## src/rtl/match_event_counter.sv

```systemverilog
// Counts rising edges of the 1010 detector's match output as two BCD digits and
// drives the lab board's seven-segment displays, a stretched hit LED and an overflow flag.
module match_event_counter #(
  parameter int unsigned STRETCH_CYCLES = 4,
  parameter bit          WRAP           = 1'b1
) (
  input  logic       clk,
  input  logic       reset,
  input  logic       clear,
  input  logic       enable,
  input  logic       det_in,
  output logic [3:0] count_ones,
  output logic [3:0] count_tens,
  output logic [6:0] hex0,
  output logic [6:0] hex1,
  output logic       hit_led,
  output logic       overflow
);

  localparam logic [0:0] WAIT_HIGH = 1'b0;
  localparam logic [0:0] ARMED     = 1'b1;

  localparam logic [3:0] STRETCH_LOAD = 4'(STRETCH_CYCLES);
  localparam logic [3:0] BCD_MAX      = 4'd9;
  localparam logic [6:0] SEG_BLANK    = 7'b1111111;

  logic [0:0] state;
  logic [0:0] state_next;
  logic       event_fire;

  logic [3:0] ones_next;
  logic [3:0] tens_next;
  logic       overflow_next;
  logic [3:0] stretch_cnt;
  logic [3:0] stretch_next;

  // Edge detector tracks det_in unconditionally, so a level held high through
  // clear or enable=0 is never counted once those are released.
  always_comb begin
    state_next = state;
    case (state)
      WAIT_HIGH: if (det_in)  state_next = ARMED;
      ARMED:     if (!det_in) state_next = WAIT_HIGH;
      default:   state_next = WAIT_HIGH;
    endcase
  end

  assign event_fire = (state == WAIT_HIGH) & det_in & enable & ~clear;

  always_ff @(posedge clk or posedge reset) begin
    if (reset) state <= WAIT_HIGH;
    else       state <= state_next;
  end

  always_comb begin
    ones_next     = count_ones;
    tens_next     = count_tens;
    overflow_next = overflow;
    if (clear) begin
      ones_next     = 4'd0;
      tens_next     = 4'd0;
      overflow_next = 1'b0;
    end else if (event_fire) begin
      if (count_ones != BCD_MAX) begin
        ones_next = count_ones + 4'd1;
      end else if (count_tens != BCD_MAX) begin
        ones_next = 4'd0;
        tens_next = count_tens + 4'd1;
      end else begin
        // At 99 the flag is set either way; WRAP only decides whether we roll to 00.
        overflow_next = 1'b1;
        if (WRAP) begin
          ones_next = 4'd0;
          tens_next = 4'd0;
        end
      end
    end
  end

  always_comb begin
    stretch_next = stretch_cnt;
    if (clear)                   stretch_next = 4'd0;
    else if (event_fire)         stretch_next = STRETCH_LOAD;
    else if (stretch_cnt != 4'd0) stretch_next = stretch_cnt - 4'd1;
  end

  always_ff @(posedge clk or posedge reset) begin
    if (reset) begin
      count_ones  <= 4'd0;
      count_tens  <= 4'd0;
      overflow    <= 1'b0;
      stretch_cnt <= 4'd0;
    end else begin
      count_ones  <= ones_next;
      count_tens  <= tens_next;
      overflow    <= overflow_next;
      stretch_cnt <= stretch_next;
    end
  end

  assign hit_led = (stretch_cnt != 4'd0);

  // Active-low segment order is {g,f,e,d,c,b,a}.
  function automatic logic [6:0] seg7(input logic [3:0] digit);
    logic [6:0] seg;
    case (digit)
      4'd0:    seg = 7'b1000000;
      4'd1:    seg = 7'b1111001;
      4'd2:    seg = 7'b0100100;
      4'd3:    seg = 7'b0110000;
      4'd4:    seg = 7'b0011001;
      4'd5:    seg = 7'b0010010;
      4'd6:    seg = 7'b0000010;
      4'd7:    seg = 7'b1111000;
      4'd8:    seg = 7'b0000000;
      4'd9:    seg = 7'b0010000;
      default: seg = SEG_BLANK;
    endcase
    return seg;
  endfunction

  assign hex0 = seg7(count_ones);
  assign hex1 = (count_tens == 4'd0) ? SEG_BLANK : seg7(count_tens);

endmodule

```

## config.mk

```make
export PLATFORM = sky130hd
export DESIGN_NAME = match_event_counter
export DESIGN_NICKNAME = d
export VERILOG_FILES = /design/src/rtl/match_event_counter.sv
export SDC_FILE = /design/constraint.sdc
export NUM_CORES = 1
export LEC_CHECK = 0
export BUFFER_PORTS_ARGS = -buffer_cell sky130_fd_sc_hd__clkbuf_2
export CAP_MARGIN = 30
export CORE_ASPECT_RATIO = 0.7
export CORE_MARGIN = 8
export CORE_UTILIZATION = 50
export CTS_CLUSTER_DIAMETER = 120
export DETAILED_ROUTE_END_ITERATION = 10
export MAX_ROUTING_LAYER = met4
export PLACE_DENSITY = 0.88
export SYNTH_ARGS = -nofsm -noshare
export SYNTH_HDL_FRONTEND = slang
export SYNTH_SLANG_ARGS = --single-unit
```

## constraint.sdc

```tcl
create_clock -name clk -period 4.9 [get_ports clk]
set_clock_uncertainty 0.1 [all_clocks]
set_input_delay 0.245 -clock clk [delete_from_list [all_inputs] [get_ports clk]]
set_output_delay 0.245 -clock clk [all_outputs]
set_load 0.05 [all_outputs]
```

Yosys cells after proc, flatten, opt, wreduce, memory -nomap -nowiden
Memory sizes are Yosys's and may differ from the RTL's. Cells that the tools add are included.

Memories kept: 2. Output and inout port bits: 24. Word-level logic and storage cells: 41. Register bits: 14. ROM bits: 224.

Memories: (no name shown) (depth 16, bits a word 7, read ports 1, clocked after memory_dff 0, write ports 0, line 106) `case (digit)`; (no name shown) (depth 16, bits a word 7, read ports 1, clocked after memory_dff 0, write ports 0, line 106).

Muxes and demuxes: 16. Reductions and logical operators: 6. Bitwise operators: 5. Equal/unequal tests: 4. Add/subtract/negate cells: 3.

Operator list (number): $mux W4 (10); $add A4 B1 Y4 const B (2); $ne A4 B4 Y1 const B (2); $mux W7 (1); $mux W1 (5); $logic_not A4 Y1 (1); $ne A2 B2 Y1 const B (2); $reduce_bool A4 Y1 (1); $sub A4 B1 Y4 const B (1); $and A1 B1 Y1 (3); $reduce_and A3 Y1 (1); $reduce_bool A3 Y1 (1); $not A1 Y1 (2); $reduce_and A2 Y1 (1); $reduce_bool A2 Y1 (1).

Longest topological paths before layout
Depth in word-level cells: 6. Gate-level depth with buffers: 6. Mapped depth without buffers: 5.

Worst setup path after synthesis
Ideal clock, no wire load.

Kind: reg2out. Start point: register count_ones[1]. End point: output port hex0[4]. Path slack: 2.196 ns. Required time: 4.555 ns. Stages on the path, launching flop included: 6. Arrival time: 2.359 ns. Buffers on the path: 0. Cell sequence: dfrtp_1 > inv_1 > ha_1 > nand2_1 > o21ai_0 > o21ai_0.

Longest elaborated chain between the ends: 1.

RTL lines: start, declared (line 12) `output logic [3:0] count_ones,`; start signal, assigned (line 94) `count_ones <= ones_next;`; $mem_v2 Z16 W7; end, declared (line 14) `output logic [6:0] hex0,`.

No other way between the ends.

Worst setup path in the final report
Start point: register count_ones[1]. End point: output port hex0[3].

The elaborated chain is that of the path after synthesis.

==> impl_metrics.csv <==
group,metric,value,unit
outcome,status,"finished clean",
cells_and_area,utilization,62.08,%
critical_path,rrSetupSlack,2.98,ns
sta,slew_viol_final,0,
global_routing,grt_max_degree,19,
clock_tree,cts_resized,0,
sta,finalHoldViolCount,0,
placement,dpl.hpwl,2.164,mm
worst_hold_path,worstHoldPathType,"input port to register",
critical_path,crit_family,"flip-flops",
synthesis,yosysUniqueCellTypes,44,
critical_path,crit_fanout,8,
critical_path,cp-start-kind,"register",
floorplan,die_h,55.91,µm
floorplan,io_pins,29,
critical_path,critPathBufInv,2,
detailed_routing,wl_met3,174,µm
sta,setup_tns,0,ns
synthesis,synth_edf_count,0,
synthesis,synth_seq_area_share,30.80,%
global_routing,grtUsageTotal,14.54,%
synthesis,synthCells,132,
floorplan,coreArea,2155,µm²
cells_and_area,seq_area,350.3,µm²
clock_tree,path_clk_slew,0.08,ns
floorplan,initial_utilization,52.79,%
synthesis,syn_area_per_cell,8.616,µm²
global_routing,antenna_found_initial,0,
detailed_routing,wire_per_inst,14.15,µm
sta,fin_crit,2.251,ns
synthesis,synth_seq_cells,14,
global_routing,overflow,0,
synthesis,synth-warning-count,0,
power_and_ir_drop,power.leakage,0.6560,nW
critical_path,required,4.55,ns
critical_path,crit_type,"register to output pin",
cells_and_area,multi_input_area,701.9,µm²
floorplan,fp.dieW,73.01,µm
cells_and_area,nets,177,
sta,tightest_slew,0.5379,ns
synthesis,yosysMostFrequentCell,"dfrtp_1",
synthesis,synth.cells.most_frequent,"dfrtp_1 (14), ha_1 (12), inv_1 (12)",
synthesis,syn_area,1137,µm²
sta,period_share,45.94,%
critical_path,path_cells,"inv_1 > ha_1 > or2_2 > a21oi_1 > a31oi_1 > clkbuf_2",
sta,slew_headroom,64.10,%
sta,fin_ws,2.649,ns
floorplan,die_area,4081,µm²
synthesis,ys_top_cells_by_area,"dfrtp_1 (31%), ha_1 (13%), o21ai_0 (4.4%), inv_1 (4.0%), a21oi_1 (3.5%)",
sta,finalSetupViolCount,0,
critical_path,cpPeakStageDelay,0.48,ns
detailed_routing,met2WireLength,1.327,mm
detailed_routing,drt_pass1_iterations,4,
placement,placed_cells,185,
cells_and_area,fin_cells,191,
detailed_routing,routed_wl,2.702,mm
clock_tree,cts.htree.levels,1,
clock_tree,cts-root-buf,"clkbuf_4",
detailed_routing,ant_nets,0,
critical_path,setup.worst_path.end_class,"output pin",
placement,place_congestion,0.8573,
cells_and_area,drive_gt1_share,25.16,%
critical_path,slowest_stage,"dfrtp_1",
detailed_routing,via_per_inst,5.571,
sta,rsz0062_at_grt,"no",
detailed_routing,wl_met1,1.162,mm
cells_and_area,nFillCells,182,
cells_and_area,synthToLayoutAreaGrowth,17.60,%
critical_path,crit_arrival,1.91,ns
placement,port_buffers,28,
synthesis,synth.largest_area_cell,"dfrtp_1",
clock_tree,cts_tree,"yes",
clock_tree,clk_latency,0.28,ns
global_routing,grt_pass1_wl,4.712,mm
detailed_routing,drtIter0Drc,54,
synthesis,synth-main-ff-cell,"dfrtp_1",
power_and_ir_drop,power_density,411.7,nW/µm²
floorplan,row_count,14,
detailed_routing,highest_layer,"met4",
synthesis,syn_nets,149,
power_and_ir_drop,peakVddDrop,0.2019,mV
clock_tree,cts_buffers,3,
job,drv_cap,0,
synthesis,synth_top_area_share,30.80,%
detailed_routing,num_vias,1064,
placement,post-place-ws,2.965,ns
synthesis,async_flop_share,100.0,%
cells_and_area,antennaDiodeCount,0,
clock_tree,cts_buffer_depth,2,
global_routing,grt_pass1_vias,1013,
sta,clock.fmax,444.2,MHz
detailed_routing,route.detailed.drc,0,
clock_tree,clock-sinks,14,
power_and_ir_drop,p_total,0.5506,mW
## final timing paths
check / end / start / cells past startpoint
hold / removal: stretch_cnt[2] / enable / 3
min in group asynchronous: overflow / reset / 3
hold reg to reg: overflow / overflow / 2
setup reg to reg: count_tens[1] / count_ones[1] / 5
max in group asynchronous: count_ones[2] / reset / 3
setup / recovery: hex0[3] / count_ones[1] / 6
## logic make-up after synthesis
kind of cell             after synthesis  share of synthesized area (%)
AO/OA/AOI/OAI                         36                          21.23
XOR/XNOR                               3                          2.311
adder cells (fa/ha/maj)               12                          13.20
buffers and inverters                 20                          7.481
flip-flops                            14                          30.80
multiplexers                           2                          1.980
AND/OR/NAND/NOR                       45                          22.99
## layout by cell type (no fill, tap or decap), drive strengths merged, types with 2 or more instances in the layout
cell	n
clkbuf	32
dfrtp	14
inv	12
ha	12
o21ai	10
a21oi	9
nor2	8
nor3	8
nand2b	6
nand2	6
and3b	3
a31oi	3
o31ai	3
nand3b	2
a211oi	2
nand3	2
xor2	2
mux2	2
dlygate4sd3	2
and3	2
## registers in the layout, summed over array words and instances, names as in the netlist
signal,flops
stretch_cnt,4
overflow,1
count_tens,4
state,1
count_ones,4
## where the power goes
group / switching [mW] / internal [mW] / leakage, nW / total [mW]
Combinational: 0.216 / 0.0946 / 0.448 / 0.310
Sequential: 0.0233 / 0.134 / 0.187 / 0.158
Clock: 0.0373 / 0.0452 / 0.0210 / 0.0825
Total: 0.276 / 0.274 / 0.656 / 0.551
## routing by layer
metal / track usage [%] / vias up
met1: 17.94 / 495
met3: 4.856 / 6
met5: - / -
met2: 21.98 / 39
met4: 3.977 / 0
li1: - / 524
## through the flow
| step | hold slack [ns] | cell area, µm² |
|---|---|---|
| 6_report | 0.2518 | 1338 |
| 5_1_grt | 0.2797 | 1338 |
| 4_1_cts | 0.2467 | 1338 |
| 3_5_place_dp | 0.1945 | 1281 |
| 3_3_place_gp | 0.1737 | 1281 |
| 2_1_floorplan | 0.03422 | 1137 |
## area by class of cell
| type | count | share of cell area [%] |
|---|---|---|
| Clock buffer | 4 | 2.713 |
| Inverter | 13 | 3.648 |
| Multi-Input combinational cell | 98 | 52.48 |
| Sequential cell | 14 | 26.19 |
| Tap cell | 32 | 2.993 |
| Timing Repair Buffer | 30 | 11.97 |
## tightest hold or removal path, stage by stage
cell	delay [ns]
clkbuf_2	0.09
nand3b_1	0.16
a31oi_1	0.10
## timing repair
action,4_1_cts,5_1_grt
hold endpoints to repair,15,0
setup buffers,0,0
hold buffers,2,0
No activity file was read; power rests on OpenSTA's default activity.
